**src/rtl/proc_pkg.sv**
```systemverilog
// proc_pkg: shared FSM state encoding, opcodes, ALU select codes and control bundle type
package proc_pkg;
  localparam logic [1:0] T0 = 2'd0, T1 = 2'd1, T2 = 2'd2, T3 = 2'd3;
  localparam logic [3:0] OP_MV = 4'd0, OP_MVI = 4'd1, OP_ADD = 4'd2, OP_SUB = 4'd3,
                         OP_OR = 4'd4, OP_SLT = 4'd5, OP_SLL = 4'd6, OP_SRL = 4'd7;
  localparam logic [2:0] ALU_ADD = 3'd0, ALU_SUB = 3'd1, ALU_OR = 3'd2,
                         ALU_SLT = 3'd3, ALU_SLL = 3'd4, ALU_SRL = 3'd5;
  typedef struct packed {
    logic [7:0] rout;
    logic [7:0] rin;
    logic       dinout;
    logic       gout;
    logic       ain;
    logic       gin;
    logic [2:0] alu_op;
    logic       done;
  } ctrl_t;
  function automatic logic is_alu(input logic [3:0] op);
    return !op[3] && op >= OP_ADD;
  endfunction
  function automatic logic [2:0] alu_code(input logic [3:0] op);
    return op == OP_SUB ? ALU_SUB : op == OP_OR  ? ALU_OR  : op == OP_SLT ? ALU_SLT :
           op == OP_SLL ? ALU_SLL : op == OP_SRL ? ALU_SRL : ALU_ADD;
  endfunction
endpackage

```
**src/rtl/dec3to8.sv**
```systemverilog
// dec3to8: 3-to-8 one-hot decoder with enable
module dec3to8 (
  input  logic [2:0] w_i,
  input  logic       en_i,
  output logic [7:0] y_o
);
  assign y_o = en_i ? 8'd1 << w_i : 8'd0;
endmodule

```
**src/rtl/control_unit.sv**
```systemverilog
// control_unit: T0-T3 FSM sequencing register moves and ALU ops over a shared bus
module control_unit
  import proc_pkg::*;
#(
  parameter int DW = 16
) (
  input  logic          Clock,
  input  logic          Resetn,
  input  logic          Run,
  input  logic [DW-1:0] DIN,
  output logic [7:0]    Rout,
  output logic [7:0]    Rin,
  output logic          DINout,
  output logic          Gout,
  output logic          Ain,
  output logic          Gin,
  output logic [2:0]    AluOp,
  output logic          Done
);
  logic [1:0] state_q, state_d;
  logic [9:0] ir_q, ir_d;
  logic [3:0] op;
  logic [2:0] rx, ry, rout_sel;
  logic       t1, t2, t3, alu, mv, mvi, rout_en, rin_en;
  logic       unused_din;
  assign op = ir_q[9:6];
  assign rx = ir_q[5:3];
  assign ry = ir_q[2:0];
  assign alu = is_alu(op);
  assign mv = op == OP_MV;
  assign mvi = op == OP_MVI;
  assign t1 = state_q == T1;
  assign t2 = state_q == T2;
  assign t3 = state_q == T3;
  assign unused_din = ^DIN;
  always_comb begin
    state_d = state_q == T0 ? (Run ? T1 : T0) : t1 ? (alu ? T2 : T0) : t2 ? T3 : T0;
    ir_d = state_q == T0 && Run ? DIN[9:0] : ir_q;
  end
  always_ff @(posedge Clock or negedge Resetn) begin
    if (!Resetn) begin
      state_q <= T0;
      ir_q <= '0;
    end else begin
      state_q <= state_d;
      ir_q <= ir_d;
    end
  end
  // ALU ops read Rx in T1 and Ry in T2, so Rx==Ry never needs two drivers at once
  assign rout_en = (t1 && (mv || alu)) || t2;
  assign rout_sel = t1 && alu ? rx : ry;
  assign rin_en = (t1 && (mv || mvi)) || t3;
  dec3to8 u_rout (.w_i(rout_sel), .en_i(rout_en), .y_o(Rout));
  dec3to8 u_rin  (.w_i(rx),       .en_i(rin_en),  .y_o(Rin));
  assign DINout = t1 && mvi;
  assign Ain = t1 && alu;
  assign Gin = t2;
  assign Gout = t3;
  assign AluOp = t2 ? alu_code(op) : ALU_ADD;
  assign Done = (t1 && !alu) || t3;
endmodule
```
**config.mk**
```make
export PLATFORM = sky130hd
export DESIGN_NAME = control_unit
export DESIGN_NICKNAME = d
export VERILOG_FILES = /design/src/rtl/proc_pkg.sv /design/src/rtl/dec3to8.sv /design/src/rtl/control_unit.sv
export SDC_FILE = /design/constraint.sdc
export NUM_CORES = 1
export LEC_CHECK = 0
export BUFFER_PORTS_ARGS = -buffer_cell sky130_fd_sc_hd__buf_2
export CAP_MARGIN = 15
export CORE_ASPECT_RATIO = 1.25
export CORE_MARGIN = 4
export CORE_UTILIZATION = 39
export CTS_BUF_LIST = sky130_fd_sc_hd__clkbuf_4 sky130_fd_sc_hd__clkbuf_8 sky130_fd_sc_hd__clkbuf_16
export CTS_CLUSTER_SIZE = 30
export DETAILED_ROUTE_END_ITERATION = 8
export PLACE_DENSITY = 0.78
export SYNTH_ARGS = -nofsm -noshare
export SYNTH_HDL_FRONTEND = slang
export SYNTH_SLANG_ARGS = --single-unit
```
**constraint.sdc**
```tcl
create_clock -name Clock -period 1.4 [get_ports Clock]
set_input_delay 0.07 -clock Clock [delete_from_list [all_inputs] [get_ports Clock]]
set_output_delay 0.07 -clock Clock [all_outputs]
set_load 0.02 [all_outputs]
```
== After elaboration in Yosys (flattened, before gate mapping) ==
Cells that the tools add are included.

* Equality and inequality tests: 9
* Muxes and demuxes: 14
* Divide/modulo/power cells: 0
* Add/sub/neg operators: 0
* Magnitude comparators: 1
* Shift operators: 2
* Reductions and logical operators: 16
* $mul: 0
* Bitwise logic cells: 0

{| class="wikitable"
|+ Operators with widths
! cell !! number
|-
| $mux 3 || 7
|-
| $eq 4x3->1 const B || 4
|-
| $mux 8 || 2
|-
| $shl 1x3->8 const A || 2
|-
| $mux 2 || 4
|-
| $logic_and 1x1->1 || 7
|-
| $logic_or 1x1->1 || 5
|-
| $eq 2x2->1 const B || 2
|-
| $eq 4x1->1 const B || 1
|-
| $eq 4x2->1 const B || 1
|-
| $ge 4x2->1 const B || 1
|-
| $logic_not 4->1 || 1
|-
| $eq 2x1->1 const B || 1
|-
| $logic_not 1->1 || 2
|-
| $logic_not 2->1 || 1
|-
| $mux 1 || 1
|}

* Flip-flop bits (word level): 12
* Bits in read-only memories: 0
* Memory bits (writable): 0
* Input bits: 19
* Word-level logic and storage cells: 44
* Bits in latches: 0
* Output and inout port bits: 24
* Memories: 0

== Logic depth before layout (Yosys ltp) ==
* Depth in word-level cells: 7
* Mapped depth: 5
* Gate-level depth less buffers: 3

== Modules after synthesis ==
From an unflattened synthesis, not the netlist that was laid out.

* Cells, all modules: 64
* Area, all modules: 802.0 µm²

{| class="wikitable"
|+ Modules (own cells, without submodules)
! module !! area each (µm²) !! seq. area each (µm²) !! instances !! cells an instance
|-
| control_unit || 611.8 || 300.3 || 1 || 48
|-
| dec3to8 || 95.1 || 0.0 || 2 || 8
|}

== Least setup slack after synthesis ==
OpenSTA, ideal clock, no wires.

* Path type: register to output
* Start point: reg with a tool-made name
* End point: out Rout[3]
* Stages on the path, launching flop included: 5
* Slack: -0.381 ns
* Required time: 1.330 ns
* Arrival: 1.711 ns
* Path buffers: 1
* Path through: dfrtp_1 -> buf_6 -> or3b_4 -> or4_1 -> a21oi_1

{| class="wikitable"
|+ RTL lines
! item !! line !! RTL
|-
| end: declaration || control_unit.sv:11 || <nowiki>output logic [7:0] Rout,</nowiki>
|}

==> metrics.yaml <==
setup_path:
  crit_arrival_ns: 1.85
  endpoint_kind: "output pin"
  rr_worst_depth: 6
  endpoint: "Rout[5]"
  worst-path-max-fanout: 7
  start_kind: "flip-flop"
  r2r_slack_ns: 0.03
  critical_path_class: "flip-flop to output pin"
  worstPathRequired_ns: 1.33
  timing.rr.start: "ir_q[7]"
synth:
  synth_area_um2: 815
  synth_cells: 94
  ys_seq_area_frac: 0.369
  synth.top_cell.area_share: 0.369
  ys_types: 26
  async_flop_share: 1.00
  synth_edf_count: 0
  avgSynthCellArea_um2: 8.67
  synth_largest_area_cell: "dfrtp_1"
  synth_seq_cells: 12
  yosysWarningCount: 0
  syn_nets: 113
  synth_ff_type: "dfrtp_1"
  synth.area.top_cells: "dfrtp_1 (37%), o2111ai_1 (8.6%), mux2_2 (8.3%)"
route:
  vias: 1064
  drt_first_pass_iters: 5
  dr.first_iter.drc_count: 10
  ant_nets: 0
  wl_per_cell_um: 17.8
  drc: 0
  drt_wl_total_um: 3250
  vias_per_cell: 5.85
hold_path:
  hold_class: "input port to flip-flop"
flow_run:
  cap_violations: 0
power_and_ir_drop:
  p_per_area_nw_per_um2: 2210
  leakage_nw: 0.696
  ir_drop_v: 0.00181
finish:
  area_growth_pct: 105
  diodes: 0
  layout-drive-gt1-share: 0.716
  multi_input_area_um2: 731
  regArea_um2: 303
  fillers: 94
  instances_no_fill: 182
  nNetsFinal: 182
  fin_area_um2: 1670
placed_design:
  placed_area_um2: 1320
  hpwl_um: 1980
  placed_cells: 169
  finalWeightedCongestion: 0.731
  io_buffers: 36
global_routing:
  grt_pass1_wl_um: 5090
  antenna_found_initial: 0
  grt-ovfl-total: 0
  grt_usage: 0.225
  grt_pass1_vias: 1090
  grt_max_degree: 13
die:
  initial_core_util: 0.411
  dieArea_um2: 2890
  design.core.area_um2: 1980
  rows: 18
  die_h_um: 59.1
  die_w_um: 48.9
  io_pins: 43
timing:
  slew_violations: 0
  hold_viol: 1
  worst_slack_ns: -0.524
  hold_slack_ns: -0.000423
  rsz0062_at_grt: "true"
  fin_skew_ns: 0.00644
  fin_crit_sh: 1.37
  max_slew_margin: 0.745
  max_freq_ghz: 0.520
  setup_viol: 23
  tightest_slew_ns: 0.380
  fin_setup_tns_ns: -7.31
  min_period_ns: 1.92
clock_network:
  cts_tree: "yes"
  clock-sinks: 12
  cts_buffers: 3
  clock-root-buffer: "clkbuf_4"
  cts_buffer_depth: 2
  clk_pin_slew_worst_paths_ns: 0.08
  htreeDepth: 1
  clk_latency_ns: 0.29
run_status:
  outcome: "finished, violations left"
  violations: "negative hold slack, negative setup slack"
[flip-flops by register name, summed over array words and instances, names as in the netlist, named ones only]
| name | flops |
|---|---|
| ir_q | 10 |
| state_q | 1 |
[final cells by class]
| type | count | area share |
|---|---|---|
| Tap cell | 20 | 0.0150 |
| Clock buffer | 4 | 0.0217 |
| Timing Repair Buffer | 68 | 0.336 |
| Multi-Input combinational cell | 74 | 0.437 |
| Sequential cell | 12 | 0.181 |
| Inverter | 4 | 0.00898 |
[critical path, cell delays in order, from the launching register on]
cell     delay, ns
dfrtp_1       0.39
or3b_4        0.42
or4_4         0.46
a21oi_4       0.17
buf_6         0.13
[synthesized netlist by cell type (all sizes together), types with 2 or more instances]
library cell   n
nand2b         2
o211ai         2
and3           2
nor3           3
buf            3
or3b           2
a21oi          9
o21ai          4
o2111ai        8
mux2           6
dfrtp         12
nand4          2
nand2          6
or2            2
nor3b          3
nor2          13
clkbuf         2
or4            6
inv            4
[worst min-delay path by stage]
stage,startpoint,to,slack [ns],cells after the start
floorplan,Resetn,async pin,-0.23,0
global placement,Resetn,ir_q[3],-0.04,1
detailed placement,Resetn,ir_q[8],-0.04,1
CTS,DIN[1],ir_q[1],0.01,3
global route,DIN[1],ir_q[1],0.008,3
finish,DIN[1],ir_q[1],-0.0004,3
[metrics by stage]
step	total power [mW]	utilization	worst slack [ns]
CTS	3.39	0.796	-0.502
detailed placement	2.61	0.665	-0.235
global placement	2.54	0.665	-0.210
global route	3.89	0.843	-0.564
floorplan	1.88	-	-0.203
finish	3.69	0.843	-0.524
[timing repair]
action,in CTS,in global routing
endpoints found under the hold margin,13,0
endpoints found under the setup margin,24,31
hold buffers,2,0
pin swaps,11,7
setup buffers,3,4
gates cloned,1,0
resized for setup,42,17
[report_power, final]
group / leakage (nW) / switching, mW / total, mW / internal (mW)
clock: 0.0210 / 0.126 / 0.285 / 0.159
sequential: 0.143 / 0.231 / 0.750 / 0.519
combinational: 0.532 / 1.36 / 2.65 / 1.29
[kinds of logic (layout without fill, tap and decap cells)]
family | Yosys count | after routing | synth area share
mux | 6 | 6 | 0.0829
flops | 12 | 12 | 0.369
compound gates | 24 | 24 | 0.195
buf+inv | 9 | 76 | 0.0568
simple gates | 43 | 44 | 0.296
[cells in the final DEF, fill, tap and decap left out, types with 3 or more instances in the layout]
cell,count
a21oi_4,8
buf_2,20
buf_4,25
buf_6,19
clkbuf_4,3
dfrtp_1,10
inv_1,4
mux2_2,6
nand2_1,6
nor2_1,9
nor2_4,3
o2111ai_2,7
o21ai_0,4
or4_4,6
[routing by layer]
layer  wire (um)  global-route usage  vias up
met2        1870               0.453       38
met5           0                   0        -
met3         107              0.0176        7
met1        1190               0.250      530
met4          73              0.0577        0
li1            -                   -      489
Note: power is estimated with default switching activity, not from simulation.
